`src/rtl/remote_frame_pkg.sv`:
```
// Shared constants and FSM state type for the remote-control frame decoder.
package remote_frame_pkg;

    localparam int PAR_NONE = 0;
    localparam int PAR_ODD  = 1;
    localparam int PAR_EVEN = 2;

    typedef enum logic [1:0] {
        HUNT = 2'd0,
        DATA = 2'd1,
        PAR  = 2'd2
    } frame_state_e;

endpackage

```
`src/rtl/remote_sync_detector.sv`:
```
// Sliding-window sync detector: shifts in serial bits and flags a match once
// at least SYNC_WIDTH bits have arrived since the last clear.
module remote_sync_detector #(
    parameter int                    SYNC_WIDTH   = 4,
    parameter logic [SYNC_WIDTH-1:0] SYNC_PATTERN = 4'b0101
) (
    input  logic clk,
    input  logic rst,
    input  logic clear,
    input  logic shift_en,
    input  logic din,
    output logic match
);
    import remote_frame_pkg::*;

    localparam int             FW   = $clog2(SYNC_WIDTH) + 1;
    localparam logic [FW-1:0]  FULL = FW'(SYNC_WIDTH);

    logic [SYNC_WIDTH-1:0] sreg_q, sreg_d, shifted;
    logic [FW-1:0]         fill_q, fill_d;

    // The match looks at the window including the bit sampled on this edge.
    always_comb begin
        shifted = SYNC_WIDTH'({sreg_q, din});
        sreg_d  = sreg_q;
        fill_d  = fill_q;
        if (clear) begin
            sreg_d = '0;
            fill_d = '0;
        end else if (shift_en) begin
            sreg_d = shifted;
            if (fill_q != FULL) begin
                fill_d = fill_q + 1'b1;
            end
        end
        match = shift_en && !clear && (fill_d == FULL) && (shifted == SYNC_PATTERN);
    end

    always_ff @(posedge clk) begin
        if (rst) begin
            sreg_q <= '0;
            fill_q <= '0;
        end else begin
            sreg_q <= sreg_d;
            fill_q <= fill_d;
        end
    end

endmodule

```
`src/rtl/remote_frame_decoder.sv`:
```
// Serial remote-control frame decoder: sync hunt, payload shift-in, optional
// parity check, then a one-cycle strobe (good frame) or perr (bad parity).
module remote_frame_decoder #(
    parameter int                    SYNC_WIDTH   = 4,
    parameter logic [SYNC_WIDTH-1:0] SYNC_PATTERN = 4'b0101,
    parameter int                    DATA_WIDTH   = 4,
    parameter int                    PARITY       = 1
) (
    input  logic                  clk,
    input  logic                  rst,
    input  logic                  din,
    output logic [DATA_WIDTH-1:0] dout,
    output logic                  strobe,
    output logic                  perr,
    output logic                  busy
);
    import remote_frame_pkg::*;

    localparam int            CW   = $clog2(DATA_WIDTH) + 1;
    localparam logic [CW-1:0] LAST = CW'(DATA_WIDTH - 1);

    frame_state_e          state_q, state_d;
    logic [CW-1:0]         bitcnt_q, bitcnt_d;
    logic [DATA_WIDTH-1:0] payload_q, payload_d, payload_shifted;
    logic [DATA_WIDTH-1:0] dout_q, dout_d;
    logic                  strobe_q, strobe_d;
    logic                  perr_q, perr_d;
    logic                  match, sync_clear, sync_shift;
    logic                  finish, good;
    logic [DATA_WIDTH-1:0] word;

    // The detector only runs while hunting; holding it cleared during a frame
    // guarantees the next sync is built solely from bits after the frame.
    assign sync_clear = (state_q != HUNT);
    assign sync_shift = (state_q == HUNT);

    remote_sync_detector #(
        .SYNC_WIDTH   (SYNC_WIDTH),
        .SYNC_PATTERN (SYNC_PATTERN)
    ) u_sync (
        .clk      (clk),
        .rst      (rst),
        .clear    (sync_clear),
        .shift_en (sync_shift),
        .din      (din),
        .match    (match)
    );

    always_comb begin
        state_d         = state_q;
        bitcnt_d        = bitcnt_q;
        payload_shifted = DATA_WIDTH'({payload_q, din});
        payload_d       = payload_q;
        dout_d          = dout_q;
        strobe_d        = 1'b0;
        perr_d          = 1'b0;
        finish          = 1'b0;
        good            = 1'b0;
        word            = payload_q;

        case (state_q)
            HUNT: begin
                if (match) begin
                    state_d  = DATA;
                    bitcnt_d = '0;
                end
            end
            DATA: begin
                payload_d = payload_shifted;
                bitcnt_d  = bitcnt_q + 1'b1;
                if (bitcnt_q == LAST) begin
                    if (PARITY != PAR_NONE) begin
                        state_d = PAR;
                    end else begin
                        finish = 1'b1;
                        good   = 1'b1;
                        word   = payload_shifted;
                    end
                end
            end
            PAR: begin
                finish = 1'b1;
                word   = payload_q;
                if (PARITY == PAR_ODD) begin
                    good = (^{payload_q, din});
                end else begin
                    good = !(^{payload_q, din});
                end
            end
            default: state_d = HUNT;
        endcase

        // A bad frame leaves dout untouched so the consumer keeps the last good word.
        if (finish) begin
            state_d = HUNT;
            if (good) begin
                dout_d   = word;
                strobe_d = 1'b1;
            end else begin
                perr_d = 1'b1;
            end
        end
    end

    always_ff @(posedge clk) begin
        if (rst) begin
            state_q   <= HUNT;
            bitcnt_q  <= '0;
            payload_q <= '0;
            dout_q    <= '0;
            strobe_q  <= 1'b0;
            perr_q    <= 1'b0;
        end else begin
            state_q   <= state_d;
            bitcnt_q  <= bitcnt_d;
            payload_q <= payload_d;
            dout_q    <= dout_d;
            strobe_q  <= strobe_d;
            perr_q    <= perr_d;
        end
    end

    assign dout   = dout_q;
    assign strobe = strobe_q;
    assign perr   = perr_q;
    assign busy   = (state_q != HUNT);

endmodule
```
`config.mk`:
```
export PLATFORM = sky130hd
export DESIGN_NAME = remote_frame_decoder
export DESIGN_NICKNAME = d
export VERILOG_FILES = /design/src/rtl/remote_frame_pkg.sv /design/src/rtl/remote_sync_detector.sv /design/src/rtl/remote_frame_decoder.sv
export SDC_FILE = /design/constraint.sdc
export NUM_CORES = 1
export LEC_CHECK = 0
export ABC_CLOCK_PERIOD_IN_PS = 2340
export BUFFER_PORTS_ARGS = -buffer_cell sky130_fd_sc_hd__buf_2
export CAP_MARGIN = 20
export CORE_UTILIZATION = 40
export DETAILED_ROUTE_END_ITERATION = 10
export MAX_ROUTING_LAYER = met4
export PLACE_DENSITY = 0.63
export SYNTH_ARGS = -nofsm -noshare
export SYNTH_HDL_FRONTEND = slang
export SYNTH_SLANG_ARGS = --single-unit
export TNS_END_PERCENT = 100
```
`constraint.sdc`:
```
create_clock -name clk -period 2.34 [get_ports clk]
set_input_delay 0.117 -clock clk [delete_from_list [all_inputs] [get_ports clk]]
set_output_delay 0.117 -clock clk [all_outputs]
set_load 0.01 [all_outputs]
```
Yosys cells after proc, flatten, opt, wreduce, memory -nomap -nowiden
Cells that the tools add are included.

word-level totals
  register bits after elaboration = 21
  word-level logic and storage cells = 46

operators by class
  $add $sub $neg = 2
  equal/unequal tests = 8
  mux-type cells = 12
  bitwise logic cells = 2
  reductions and logical operators = 14

operator list
  cell                   number
  $mux W3                4
  $add A3 B1 Y3 const B  2
  $pmux W2 S3            1
  $pmux W3 S2            1
  $reduce_or A2 Y1       3
  $reduce_xor A5 Y1      1
  $eq A4 B3 Y1 const B   1
  $mux W1                4
  $mux W2                2
  $ne A2 B2 Y1 const B   2
  $reduce_and A2 Y1      2
  $reduce_bool A2 Y1     2
  $eq A3 B2 Y1 const B   1
  $eq A3 B3 Y1 const B   1
  $logic_and A1 B1 Y1    3
  $ne A3 B3 Y1 const B   1
  $reduce_and A3 Y1      1
  $eq A2 B1 Y1 const B   1
  $eq A2 B2 Y1 const B   1
  $logic_not A2 Y1       1
  $not A1 Y1             2
  $logic_not A1 Y1       1

Logic depth before layout (Yosys ltp)
Gate-level depths: netlist (run 1).

  word-level depth = 9
  mapped depth = 6
  gate-level depth less buffers = 6

By module
Synthesis (run 1) repeated with hierarchy kept, for this count alone.

unflattened totals
  cell total of the unflattened synthesis = 99
  area total of the unflattened synthesis = 972.2 um^2

by module, submodules not included
  module                instances  cells an instance  area each (um^2)  seq. area each (um^2)
  remote_frame_decoder  1          68                 651.9             300.3
  remote_sync_detector  1          31                 320.3             120.1

Worst setup path after synthesis (run 1)
OpenSTA, ideal clock, no wires.

  path kind = flip-flop to flip-flop
  start = register payload_q[0]
  end = register dout_q[0], in the netlist dout[0]
  setup time = 0.072 ns
  arrival = 1.407 ns
  slack = 0.861 ns
  stages on the path, launching flop included = 5
  path buffers = 0
  period minus slack after synthesis = 1.479 ns
  cell sequence = dfxtp_1 > xnor3_2 > xnor2_2 > nor3b_4 > mux2i_1

on the way
  cells in the longest elaborated chain, start to end = 3

ends and longest elaborated chain
  item                         RTL line                     text
  start: declaration           remote_frame_decoder.sv:24   logic [DATA_WIDTH-1:0] payload_q, payload_d, payload_shifted;
  start signal: assignment     remote_frame_decoder.sv:116  payload_q <= payload_d;
  $reduce_xor A5 Y1            n/a
  $mux W1                      n/a
  $reduce_and A2 Y1 (no line)  n/a
  end signal: assignment       remote_frame_decoder.sv:117  dout_q <= dout_d;
  end: declaration             remote_frame_decoder.sv:25   logic [DATA_WIDTH-1:0] dout_q, dout_d;

Several ways; a longest one is shown, not always the timed one.
A chain may end at the register's enable or synchronous reset.

Final worst setup path (run 1)
  start = register payload_q[0]
  end = register dout_q[1], in the netlist dout[1]

on the way
  cells in the longest elaborated chain, start to end = 3

ends and longest elaborated chain
  item
  $reduce_xor A5 Y1
  $mux W1
  $reduce_and A2 Y1 (no line)

No other way between the ends.

==> results of run 1 <==
[power groups by stage]
stage                     clock network [mW]  registers, mW  logic (mW)
after detailed placement                   0          0.381      0.0438
after global placement                     0          0.381      0.0426
final                                  0.172          0.373      0.0431
after floorplan                            0          0.379      0.0349
after global routing                   0.199          0.375      0.0484
after CTS                              0.181          0.373      0.0440
[critical path, delay by kind of cell, from the launching register on]
kind / cells / cell delay (ns)
muxes: 1 / 0.22
DFF: 1 / 0.40
xor gates and xnor gates: 2 / 0.63
and+or+nand+nor: 1 / 0.32
[layout make-up]
| class | count | area (µm²) |
|---|---|---|
| Clock inverter | 1 | 5.00 |
| Inverter | 3 | 11.3 |
| Fill cell | 219 | 1180 |
| Multi-Input combinational cell | 69 | 515 |
| Timing Repair Buffer | 9 | 45.0 |
| Sequential cell | 21 | 420 |
| Clock buffer | 3 | 22.5 |
| Tap cell | 28 | 35.0 |
[path summary, 6_finish.rpt]
check,start,to,slack [ns],depth (start not counted)
max,payload_q[0]$_SDFFE_PP0P_,dout[1]$_SDFFE_PP0P_,0.69,4
min,din,u_sync.sreg_q[0]$_SDFFE_PP0P_,0.14,2
max reg2reg,payload_q[0]$_SDFFE_PP0P_,dout[1]$_SDFFE_PP0P_,0.69,4
min reg2reg,u_sync.sreg_q[0]$_SDFFE_PP0P_,u_sync.sreg_q[1]$_SDFFE_PP0P_,0.47,1
[routing by layer]
metal  global-route usage  vias up  routed length [µm]
met5                    -        -                   0
met1                0.157      296                 714
met3               0.0655        2                  65
li1                     -      342                   -
met2                0.208        9                 660
met4               0.0278        0                  14
[state kept, by name, indices dropped and copies added (netlist names)]
signal / cells
state_q: 2
bitcnt_q: 3
u_sync.fill_q: 3
u_sync.sreg_q: 3
payload_q: 4
strobe: 1
dout: 4
perr: 1
[cell usage in the layout, fill, tap and decap left out, drive strengths merged]
cell	Yosys	final
buf	1	9
clkbuf	2	3
mux2i	9	9
nor2b	1	1
nand2	7	7
or3	3	3
and3	1	1
or2	1	1
o21ai	4	4
o32ai	1	1
xnor2	2	2
o211a	1	1
nand2b	8	8
inv	3	3
nor3	1	1
nor2	13	13
and2	4	4
clkinv	0	1
o21a	1	1
dfxtp	21	21
nor3b	2	2
nand4bb	1	1
xnor3	1	1
ha	4	4
nand3b	3	3
or2b	1	1
[kinds of logic (layout without fill, tap and decap cells)]
group / Yosys count / count (layout)
simple gates: 46 / 46
flops: 21 / 21
mux: 9 / 9
compound gates: 7 / 7
buf+inv: 6 / 16
fa+ha+maj: 4 / 4
xor+xnor: 3 / 3
==> metrics, run 1 <==
outcome finished, final reports clean; Critical Path Sink Type flop; CTS tree built; P per Cell Area 557 nW/µm²; first-pass GRT wire length 2500 µm; IO Count 10; leading area contributor after synthesis dfxtp_1; width of the chip 51.0 µm; fin area 1050 µm²; Post-DRT Antenna Nets 0; CP Launch Type flop; Simple-Gate Fraction of Synth Area 0.272; Cell variety after synth 27; DR vias/cell 4.84; Critical Path Max Stage Delay 0.46 ns; largest family of logic cells by synthesized area simple AND/OR/NAND/NOR gates; GP Congestion 0.710; Setup CP Type flop to flop; layout cells sized above 1 0.179; crit path max-delay cell type xnor3_2; clk slew on worst S/H paths 0.12 ns; internal power 0.450 mW; Tightest Pin Transition 0.444 ns; P_leak 0.468 nW; Max Clock Freq 0.606 GHz; Post-Place Worst Slack 0.728 ns; die height 51.0 µm; setup_tns 0 ns; worst path cell trace xnor3_2 -> xnor2_2 -> nor3b_4 -> mux2i_1; largest net degree at the start of global routing 23; Critical Path AT 1.88 ns; RSZ-0062 raised after global routing false; top cells by count, synth 21 x dfxtp_1, 13 x nor2_1, 9 x mux2i_1, 8 x nand2b_1, 7 x nand2_1; Syn Inst Count 96; maximum level of the CTS H-tree 1; Post-CTS Repair Setup Buffers 0; share of the synthesized area in the top cell type 0.438; CORE AREA 2230 µm²; initial antenna violation count 0; Synth Area in Adders 0.0522; drt drc 0; Slew headroom 0.704; Post-Layout Cell Count 134; final-report max-slew violation count 0; Final period util 0.705; sequential fraction of design power 0.634; final setup vio count 0; Async S/R FF share, synth 0; Synth Cell Area 960 µm²; PortBufs 9; TritonRoute pass-1 iters 4; Synthesized Nets 103; Sw Ratio 0.235; top-count cell post-synth dfxtp_1; GR Util All Layers 0.134; post-synthesis mux area share 0.0939; Final Hold Fails 0; Sw Pwr 0.138 mW; Post-CTS Hold Fix Bufs 0; max-cap viol count 0; Synth Warn # 0; number of buffers created by CTS 3; Routed WL 1460 µm; clk_skew 0.00558 ns; Inserted Diodes 0; worst setup margin 0.690 ns; Yosys reg bits 21; dpl cell area 1030 µm²; number of synthesized flops with an enable pin 0; Worst EP required 2.57 ns; initial core utilization 0.430; Final HPWL DP 1080 µm; Final nets 114; Most used DFF post-synth dfxtp_1; Mapped Avg Cell Area 10.0 µm²; row count 17; Avg WL per Cell 10.9 µm; Root Driver clkbuf_4; clk_lat worst skew 0.30 ns; DR iter-0 viols 6; HP Class input pin to flop; VDD IR max 0.000272 V; Synth Area in XOR/XNOR 0.0704; top cells by area, synth dfxtp_1 44%, mux2i_1 9.4%, ha_1 5.2%; Hold Slack 0.141 ns; Tot Pwr 0.588 mW; full die area 2600 µm²; minimum clock period 1.65 ns; Gate power share 0.073; gr ovfl total 0; clock share of power 0.292; register area share after synthesis 0.438; via count of the first global-routing pass 570; Longest Clk Path Bufs 2; routed vias 649; post-synthesis compound-gate area fraction 0.0482; Layout area overhead 9.91%; Post-CTS Resized 0; Critical Path Fanout Max 4; clock sinks 21; post-layout util 0.472; Placed Cells 130
Note: power is estimated with default switching activity, not from simulation.
==> run 2: changes to the inputs <==
Settings changed: ABC_CLOCK_PERIOD_IN_PS 2340 to 1700.
Clock period 2.34 ns to 1.7 ns, I/O delays scaled along.
==> run 2 against run 1 <==
Flip-flop and latch count unchanged. Critical path depth did not move. Final cell count unchanged. Total power increased by 39%. Critical endpoint unchanged. Largest cell class unchanged.
==> metrics, run 2 (synthesized netlist as in run 1, its figures left out) <==
outcome finished, final reports clean (unchanged); clk slew on worst S/H paths 0.12 ns (about the same); Final Hold Fails 0 (unchanged); Routed WL 1550 µm (was 1460 µm); first-pass GRT wire length 2660 µm (was 2500 µm); CTS tree built (unchanged); clk_lat worst skew 0.30 ns (about the same); Post-CTS Hold Fix Bufs 0 (unchanged); Final nets 114 (unchanged); DR iter-0 viols 6 (unchanged); row count 17 (unchanged); Root Driver clkbuf_4 (unchanged); P_leak 0.469 nW (was 0.468 nW); Inserted Diodes 0 (unchanged); initial core utilization 0.430 (unchanged); HP Class input pin to flop (unchanged); Filler Cell Count 225 (was 219); CP Launch Type flop (unchanged); setup_tns 0 ns (unchanged); RSZ-0062 raised after global routing false (unchanged); width of the chip 51.0 µm (unchanged); Worst EP required 1.94 ns (was 2.57 ns); Tightest Pin Transition 0.443 ns (was 0.444 ns); Post-DRT Antenna Nets 0 (unchanged); number of buffers created by CTS 3 (unchanged); maximum level of the CTS H-tree 1 (unchanged); Reg area 423 µm² (was 420 µm²); layout cells sized above 1 0.198 (was 0.179); minimum clock period 1.59 ns (was 1.65 ns); Final HPWL DP 1120 µm (was 1080 µm); PortBufs 9 (unchanged); Longest Clk Path Bufs 2 (unchanged); max-cap viol count 0 (unchanged); initial antenna violation count 0 (unchanged); gr ovfl total 0 (unchanged); TritonRoute pass-1 iters 4 (unchanged); P per Cell Area 772 nW/µm² (was 557 nW/µm²); Critical Path Sink Type flop (unchanged); RR Startpoint payload_q[0]$_SDFFE_PP0P_ (unchanged); largest net degree at the start of global routing 23 (unchanged); clock sinks 21 (unchanged); reg2reg setup slack 0.11 ns (was 0.69 ns); DR vias/cell 4.78 (was 4.84); start point of the worst hold path din (unchanged); full die area 2600 µm² (unchanged); fin area 1060 µm² (was 1050 µm²); VDD IR max 0.000328 V (was 0.000272 V); Critical Path Fanout Max 4 (unchanged); Setup CP Type flop to flop (unchanged); IO Count 10 (unchanged); CORE AREA 2230 µm² (unchanged); Post-CTS Resized 0 (unchanged); final-report max-slew violation count 0 (unchanged); crit path launch payload_q[0]$_SDFFE_PP0P_ (unchanged); via count of the first global-routing pass 607 (was 570); Post-CTS Repair Setup Buffers 0 (unchanged); Multi-input gate area 515 µm² (unchanged); Layout area overhead 10.2% (was 9.91%); GR Util All Layers 0.145 (was 0.134); commonest non-fill, non-tap cell in the layout dfxtp_1 (unchanged); die height 51.0 µm (unchanged); GP Congestion 0.712 (was 0.710); Critical Path AT 1.83 ns (was 1.88 ns); clk_skew 0.00220 ns (was 0.00558 ns); Max Clock Freq 0.630 GHz (was 0.606 GHz); dpl cell area 1030 µm² (unchanged); drt drc 0 (unchanged); Avg WL per Cell 11.6 µm (was 10.9 µm); final setup vio count 0 (unchanged); Slew headroom 0.705 (was 0.704); most frequent cells in the layout 19 x dfxtp_1, 13 x nor2_1, 9 x mux2i_1, 9 x buf_2, 8 x nand2b_1 (was 21 x dfxtp_1, 13 x nor2_1, 9 x mux2i_1, 9 x buf_2, 8 x nand2b_1); Tot Pwr 0.816 mW (was 0.588 mW); routed vias 641 (was 649); post-layout util 0.473 (was 0.472); Final period util 0.934 (was 0.705)
==> run 2: cell counts in the layout (fill, tap and decap cells not counted) <==
No cell type changed its count.
==> run 2: through the flow <==
| stage | cells | hold WS (ns) | worst slack (ns) |
|---|---|---|---|
| after floorplan | 96 | 0.207 | 0.221 |
| after global placement | 130 | 0.421 | 0.166 |
| after detailed placement | 130 | 0.431 | 0.0996 |
| after CTS | 134 | 0.0962 | 0.0930 |
| after global routing | 134 | 0.101 | 0.0194 |
| final | 134 | 0.101 | 0.113 |
==> run 2: power by group <==
| part | switching, mW | internal [mW] |
|---|---|---|
| logic | 0.0316 | 0.0278 |
| registers | 0.0100 | 0.503 |
| clock network | 0.156 | 0.0878 |
==> run 2: layer usage <==
layer	GRT usage	wire length, µm	up-vias
li1	-	-	339
met1	0.177	770	291
met2	0.217	701	7
met3	0.0327	51	4
met4	0.0833	30	0
met5	-	0	-
==> run 2: cell type report <==
type,instances,share of cell area
repair buffers,9,0.0426
inverters,3,0.0107
clock buffers,3,0.0213
clock inverters,1,0.00473
flip-flops and latches,21,0.400
multi-input cells,69,0.488
well taps,28,0.0331
==> run 2: worst max-delay path, cell delays in order (launching register included) <==
cell	delay [ns]
dfxtp_2	0.36
xnor3_2	0.43
xnor2_2	0.18
nor3b_4	0.33
mux2i_1	0.23
==> run 2: path summary, 6_finish.rpt <==
check	to	depth (start not counted)
worst max-delay path	dout[1]$_SDFFE_PP0P_	4
worst min-delay path	u_sync.sreg_q[0]$_SDFFE_PP0P_	2
worst max register to register	dout[1]$_SDFFE_PP0P_	4
worst min register to register	u_sync.sreg_q[1]$_SDFFE_PP0P_	1
